==> config.mk <==
export PLATFORM = sky130hd
export DESIGN_NAME = pcm_stereo_buffer
export DESIGN_NICKNAME = d
export VERILOG_FILES = /design/src/rtl/pcm_stereo_buffer.sv
export SDC_FILE = /design/constraint.sdc
export NUM_CORES = 1
export LEC_CHECK = 0
export BUFFER_PORTS_ARGS = -buffer_cell sky130_fd_sc_hd__buf_4
export CAP_MARGIN = 20
export CORE_AREA = 8 8 499 501
export DETAILED_ROUTE_END_ITERATION = 10
export DIE_AREA = 0 0 507 509
export PLACE_DENSITY = 0.36
export RECOVER_POWER = 50
export SLEW_MARGIN = 20
export SYNTH_ARGS = -nofsm -noshare
export SYNTH_HDL_FRONTEND = slang
export SYNTH_SLANG_ARGS = --single-unit
==> constraint.sdc <==
create_clock -name sys_clk -period 3.94 [get_ports sys_clk]
set_clock_uncertainty 0.1 [all_clocks]
set_input_delay 0.788 -clock sys_clk [delete_from_list [all_inputs] [get_ports sys_clk]]
set_output_delay 0.788 -clock sys_clk [all_outputs]
set_load 0.005 [all_outputs]
==> src/rtl/pcm_stereo_buffer.sv <==
// pcm_stereo_buffer
//   Stereo frame FIFO in front of the I2S controller. Whole {left,right}
//   frames are pushed upstream; they are offered downstream one channel at a
//   time, always left then right, on a per-channel valid/ready handshake.
//   The block also reports fill level and counts underflows.
//
// Ports
//   sys_clk, sys_reset_n      clock, async active-low reset
//   in_left/in_right/in_valid frame push; in_ready = FIFO not full
//   flush                     synchronous discard of all stored frames
//   pcm_data                  sample of the channel currently offered
//   pcm_data_valid[1:0]       bit1 = left offered, bit0 = right offered
//   pcm_data_ready[1:0]       bit1 = left taken,   bit0 = right taken
//   fill_level                frames stored (0..DEPTH)
//   underflow_count/_clear    saturating underflow count and its clear
module pcm_stereo_buffer #(
  parameter int BIT_DEPTH       = 24,
  parameter int DEPTH           = 32,
  parameter int READY_EDGE      = 1,
  parameter int UNDERFLOW_WIDTH = 16
) (
  input  logic                       sys_clk,
  input  logic                       sys_reset_n,
  input  logic [BIT_DEPTH-1:0]       in_left,
  input  logic [BIT_DEPTH-1:0]       in_right,
  input  logic                       in_valid,
  output logic                       in_ready,
  input  logic                       flush,
  output logic [BIT_DEPTH-1:0]       pcm_data,
  output logic [1:0]                 pcm_data_valid,
  input  logic [1:0]                 pcm_data_ready,
  output logic [$clog2(DEPTH):0]     fill_level,
  output logic [UNDERFLOW_WIDTH-1:0] underflow_count,
  input  logic                       underflow_clear
);

  localparam int AW = $clog2(DEPTH);
  localparam int CW = AW + 1;

  typedef enum logic {ST_LEFT = 1'b0, ST_RIGHT = 1'b1} state_t;

  logic [BIT_DEPTH-1:0]       mem_l_q [DEPTH];
  logic [BIT_DEPTH-1:0]       mem_r_q [DEPTH];
  logic [AW-1:0]              wr_ptr_q, rd_ptr_q;
  logic [CW-1:0]              count_q, count_d;
  state_t                     state_q, state_d;
  logic [1:0]                 rdy_q;
  logic [UNDERFLOW_WIDTH-1:0] uf_q, uf_d;

  logic       empty, full, push, pop, uf_inc;
  logic [1:0] eff;

  assign empty = (count_q == '0);
  assign full  = (count_q == CW'(DEPTH));
  assign push  = in_valid & ~full & ~flush;

  // In edge mode the controller holds ready for a whole sclk period, so only
  // the first cycle of a high level counts as a take.
  assign eff = (READY_EDGE != 0) ? (pcm_data_ready & ~rdy_q) : pcm_data_ready;

  // Channel sequencer. Outputs depend only on registered state; ready only
  // steers the next state and the pop.
  always_comb begin
    state_d        = state_q;
    pop            = 1'b0;
    uf_inc         = 1'b0;
    pcm_data_valid = 2'b00;
    pcm_data       = '0;
    case (state_q)
      ST_LEFT: begin
        if (!empty) begin
          pcm_data_valid = 2'b10;
          pcm_data       = mem_l_q[rd_ptr_q];
          if (eff[1]) state_d = ST_RIGHT;
        end else begin
          uf_inc = eff[1];
        end
      end
      ST_RIGHT: begin
        // Head is only popped after right is taken, so it is never empty here.
        pcm_data_valid = 2'b01;
        pcm_data       = mem_r_q[rd_ptr_q];
        if (eff[0]) begin
          pop     = 1'b1;
          state_d = ST_LEFT;
        end
      end
      default: state_d = ST_LEFT;
    endcase
    if (flush) begin
      pop     = 1'b0;
      state_d = ST_LEFT;
    end
  end

  always_comb begin
    count_d = count_q;
    if (push && !pop)      count_d = count_q + CW'(1);
    else if (pop && !push) count_d = count_q - CW'(1);
  end

  always_comb begin
    uf_d = uf_q;
    if (underflow_clear)                              uf_d = '0;
    else if (uf_inc && uf_q != {UNDERFLOW_WIDTH{1'b1}}) uf_d = uf_q + 1'b1;
  end

  always_ff @(posedge sys_clk or negedge sys_reset_n) begin
    if (!sys_reset_n) begin
      wr_ptr_q <= '0;
      rd_ptr_q <= '0;
      count_q  <= '0;
      state_q  <= ST_LEFT;
      rdy_q    <= 2'b00;
      uf_q     <= '0;
    end else begin
      rdy_q   <= pcm_data_ready;
      uf_q    <= uf_d;
      state_q <= state_d;
      if (flush) begin
        wr_ptr_q <= '0;
        rd_ptr_q <= '0;
        count_q  <= '0;
      end else begin
        count_q <= count_d;
        if (push) wr_ptr_q <= wr_ptr_q + 1'b1;
        if (pop)  rd_ptr_q <= rd_ptr_q + 1'b1;
      end
    end
  end

  // Sample storage carries no reset; unoccupied entries are never offered.
  always_ff @(posedge sys_clk) begin
    if (push) begin
      mem_l_q[wr_ptr_q] <= in_left;
      mem_r_q[wr_ptr_q] <= in_right;
    end
  end

  assign in_ready        = ~full;
  assign fill_level      = count_q;
  assign underflow_count = uf_q;

endmodule

# After elaboration in Yosys (flattened, before gate mapping)
# Memory sizes are Yosys's and may differ from the RTL's.
# Index checks and enable logic that the tools add are counted.
# W data, S select, Z words.
op_classes:
  n_eq_ne: 2
  muxes: 25
  add_sub_neg: 5
  reduce_logical: 10
  bitwise: 7
ops:
  columns: ["op", "n"]
  rows:
  - ["$pmux W24 S2", 1]
  - ["$mux W16", 2]
  - ["$mux W24", 1]
  - ["$mux W5", 4]
  - ["$mux W6", 3]
  - ["$add A16 B1 Y16 const B", 1]
  - ["$ne A16 B16 Y1 const B", 1]
  - ["$mux W1", 11]
  - ["$add A5 B1 Y5 const B", 2]
  - ["$add A6 B1 Y6 const B", 1]
  - ["$eq A6 B6 Y1 const B", 1]
  - ["$logic_not A6 Y1", 1]
  - ["$reduce_bool A2 Y1", 3]
  - ["$sub A6 B1 Y6 const B", 1]
  - ["$pmux W2 S2", 1]
  - ["$logic_and A1 B1 Y1", 3]
  - ["$not A1 Y1", 3]
  - ["$reduce_bool A3 Y1", 1]
  - ["$and A1 B1 Y1", 2]
  - ["$and A2 B2 Y2", 1]
  - ["$logic_not A1 Y1", 2]
  - ["$mux W2", 1]
  - ["$not A2 Y2", 1]
  - ["$pmux W1 S2", 1]
word_totals:
  output_inout_bits: 49
  elab_cells: 57
  ram_bits: 1536
  reg_bits: 35
  memories: 2
  input_bits: 55
memory_table:
  columns: ["name", "depth", "width", "read_ports", "rd_clocked_by_memory_dff", "wr", "line_no", "text"]
  rows:
  - ["mem_l_q", 32, 24, 1, 0, 1, "42", "logic [BIT_DEPTH-1:0] mem_l_q [DEPTH];"]
  - ["mem_r_q", 32, 24, 1, 0, 1, "43", "logic [BIT_DEPTH-1:0] mem_r_q [DEPTH];"]

# Depth between registers and ports, before layout
depth:
  depth_word: 9
  depth_mapped: 13
  ltp_nobuf: 12

# Worst setup path after synthesis
# OpenSTA, ideal clock, no wires.
synth_timing:
  path_kind: "input to register"
  from: "input in_valid"
  to: "memory mem_l_q[12][0] (enable)"
  stages: 5
  required_time_ns: 3.386
  path_slack_ns: -0.172
  arrival_time_ns: 3.558
  path_buffers: 1
  path_cell_list: "a21bo_1 -> clkbuf_1 -> nor2_1 -> nand2_1 -> nor2_1"
synth_via:
  elab_chain_len: 4
synth_lines:
  columns: ["element", "line_no", "text"]
  rows:
  - ["start: declaration", "26", "input logic in_valid,"]
  - ["$and A1 B1 Y1 (2 in a row)", "55", "assign push = in_valid & ~full & ~flush;"]
  - ["$mux W1", "134", "if (push) begin"]
  - ["$mux W1 (not written as such)", "135", "mem_l_q[wr_ptr_q] <= in_left;"]
  - ["end: declaration", "42", null]
# Every way passes these cells.

# Worst setup path after layout
layout_timing:
  from: "register rd_ptr_q[0]"
  to: "output pcm_data[15]"
layout_via:
  elab_chain_len: 3
  word_cells_on_any_way: 4
layout_lines:
  columns: ["element", "line_no", "text"]
  rows:
  - ["start: declaration", "44", "logic [AW-1:0] wr_ptr_q, rd_ptr_q;"]
  - ["start signal: assignment", "127", "if (pop) rd_ptr_q <= rd_ptr_q + 1'b1;"]
  - ["$mem_v2 Z32 W24", null, null]
  - ["$mux W24", "71", "if (!empty) begin"]
  - ["$pmux W24 S2 (*)", "69", "case (state_q)"]
  - ["end: declaration", "29", "output logic [BIT_DEPTH-1:0] pcm_data,"]
# Mark *: on every way between the ends. The rest lies on a longest branch, timed or not.

==> flow_summary_export.csv <==
group,metric,value,unit
status,outcome,"finished with violations",
status,violations,"capacitance limit, slew limit, setup timing",
global_routing,grt_pass1_wl,274,mm
pwr,ir_drop,0.000408,V
drt,wirelength,202,mm
place,dpl.cell_count,6074,
finish,post-route-util,0.308,
floorplanning,rows,181,
synthesis,synth-seq-cells,1571,
finish,fin_nets,3197,
clock_network,cts-root-buf,"clkbuf_16",
critical_path,crit_arrival,3.38,ns
synthesis,avgSynthCellArea,21.7,sq um
critical_path,critPathBufInv,5,
synthesis,ys_types,45,
floorplanning,start_util,0.248,
critical_path,path_class,"reg -> out",
critical_path,crit_family,"compound AO/OA/AOI/OAI gates",
synthesis,synth_area,59900,sq um
synthesis,synthTopCellsByArea,"edfxtp_1 77%, mux4_2 12%, mux2i_1 2.5%",
drt,drt_iter0_drc,2586,
pwr,pwr-share-clk,0.431,
drt,highest_layer,"met5",
pwr,total_power,37.0,mW
place,dp_hpwl,102,mm
clock_network,clockBufferDepth,3,
timing,fmax,234,MHz
drt,wl_met3,9.80,mm
global_routing,grt.overflow.total,0,
pwr,p_comb_frac,0.068,
synthesis,synth_warnings,0,
timing,setup_viol,24,
drt,met2RoutedLength,102,mm
synthesis,syn_nets,2825,
clock_network,clkLatencyLatePin,0.82,ns
timing,fin_crit_sh,1.08,
pwr,switching_power,8.19,mW
pwr,leakagePower,22.5,nW
floorplanning,die_y,509,um
synthesis,async_reset_ff_frac,0.0223,
finish,fillers,23400,
timing,layout_setup_ws,-0.330,ns
floorplanning,die_w,507,um
worst_hold_path,hold_path.class,"in -> reg",
critical_path,cpPeakStageDelay,0.50,ns
synthesis,synth_cells,2759,
finish,syn_to_final_growth,24.0,%
timing,period_needed,4.27,ns
critical_path,required,3.05,ns
pwr,netSwitchingFraction,0.221,
pwr,power.internal,28.8,mW
pwr,power_density,498,nW/um^2
place,gp_congestion,0.704,
synthesis,yosysTopAreaCell,"edfxtp_1",
finish,instances_no_fill,6477,
clock_network,cts_tree,"done",
global_routing,antenna_found_initial,26,
critical_path,cp_slowest_cell,"dfrtp_4",
floorplanning,core_area,241000,sq um
global_routing,grt_util_all_layers,0.154,
timing,tightestPinTransition,2.19,ns
critical_path,crit_top_cell,"buf_12",
global_routing,grt_max_degree,48,
timing,hold_viol_final,0,
global_routing,grt_pass1_vias,32000,
synthesis,synthTopCellsByCount,"1536 x edfxtp_1, 313 x mux4_2, 147 x mux2i_1",
drt,firstDrtPassIters,6,
drt,viasPerCell,4.67,
synthesis,synth_edf_count,1536,
clock_network,cts_buffers,173,
drt,drt-wirelength-per-cell,31.2,um
clock_network,cts_sinks,1571,
synthesis,synth.most_common_cell,"edfxtp_1",
floorplanning,dieArea,258000,sq um
critical_path,crit_path_cell_trace,"buf_12 -> buf_16 -> buf_12 -> mux4_2 -> a22o_1 -> a211oi_2 -> a21oi_1 -> buf_4 -> a32o_2 -> buf_6",
finish,drive_above_1_share,0.313,
drt,antenna_left,0,
drt,routed-via-count,30200,
timing,rsz0062_at_grt,"yes",
synthesis,synthFlopType,"edfxtp_1",
job,cap_violations,1,
synthesis,seq_area_frac_synth,0.784,
clock_network,clk_pin_slew,0.06,ns
critical_path,crit_path_end_kind,"output pin",
timing,slew_violations,36,
synthesis,yosysTopAreaCellShare,0.770,
critical_path,path_max_fanout,7,
critical_path,crit_path_start_kind,"register",
floorplanning,ioPinCount,104,
place,port-buffer-count,103,
drt,wl_met1,85.1,mm
clock_network,h-tree-depth,4,
pwr,pwr-share-seq,0.501,
drt,route.detailed.drc,0,
timing,maxSlewHeadroom,-0.463,
[final timing paths]
kind / from / endpoint / slack [ns] / cells after the start
worst min-delay path: underflow_clear / underflow_count[2] / 0.16 / 2
max in group asynchronous: sys_reset_n / rd_ptr_q[4] / 1.11 / 2
min in group asynchronous: sys_reset_n / underflow_count[13] / 1.06 / 2
worst min register to register: rdy_q[1] / state_q / 0.45 / 3
worst max register to register: fill_level[1] / fill_level[5] / 0.78 / 11
worst max-delay path: rd_ptr_q[0] / pcm_data[15] / -0.33 / 10
[placed cells by master (no fill, tap or decap), types with 21 or more instances in the layout]
cell	n
buf_4	130
a22o_1	23
a22oi_2	28
o221ai_1	32
mux4_2	313
clkbuf_1	83
a211oi_2	34
a211oi_1	21
buf_12	91
mux2i_1	146
a22oi_1	59
clkbuf_16	180
buf_6	38
dfrtp_1	31
o22ai_1	37
buf_16	30
nor2_4	34
a21oi_1	31
clkinv_2	34
nand3_1	32
edfxtp_1	1536
nor2_1	38
clkinv_1	40
nand2_1	51
[layer usage]
metal	vias to the layer above	track usage
met4	18	0.0390
met3	273	0.0281
met1	16700	0.196
met2	765	0.270
met5	-	0
li1	12500	-
[cells by family after synthesis]
group                    after synthesis  synth area share
multiplexers                         460             0.142
AND/OR/NAND/NOR                      196            0.0150
AO/OA/AOI/OAI                        323            0.0401
adder cells (fa/ha/maj)               11           0.00242
XOR/XNOR                              28           0.00409
flip-flops                          1571             0.784
buffers and inverters                170            0.0118
[power by group through the flow]
stage | combinational [mW] | sequential (mW) | clock [mW]
after CTS | 2.57 | 18.5 | 16.4
after global placement | 2.23 | 18.9 | 0
after detailed placement | 2.26 | 18.9 | 0
after global routing | 2.69 | 18.6 | 17.0
final | 2.51 | 18.6 | 16.0
after floorplan | 0.999 | 18.9 | 0
[what timing repair did]
item                                    4_1_cts  5_1_grt
gates cloned                                 21        4
setup buffers                                58        9
endpoints found under the setup margin       24       24
hold buffers                                  3        0
gates resized for setup                     190       47
hold endpoints to repair                     37        0
pin swaps                                    50       32
[area by class of cell]
cell class              instances  area, sq um  area share
repair buffers                360         4670      0.0628
clock buffers                 209         4530      0.0609
clock inverters               105         1010      0.0136
flip-flops and latches       1571        47000       0.633
well taps                    3202         4010      0.0539
multi-input cells            1018        13100       0.176
diodes                          5         12.5    0.000168
inverters                       7         26.3    0.000354
[stage by stage]
stage / setup slack (ns) / hold slack, ns / instance area, sq um / setup TNS [ns]
2_1_floorplan: -0.172 / 0.392 / 59900 / -261.16
5_1_grt: -0.413 / 0.141 / 74300 / -8.26
4_1_cts: -0.404 / 0.0786 / 74200 / -8.12
3_5_place_dp: 0.163 / 0.449 / 66600 / 0
6_report: -0.330 / 0.165 / 74300 / -5.61
3_3_place_gp: 0.153 / 0.437 / 66600 / 0
[registers in the layout, summed over array words and instances, names as in the netlist]
signal,cells
underflow_count,16
rd_ptr_q,5
mem_r_q,768
mem_l_q,768
fill_level,6
state_q,1
wr_ptr_q,5
rdy_q,2
No activity file was read; power rests on OpenSTA's default activity.
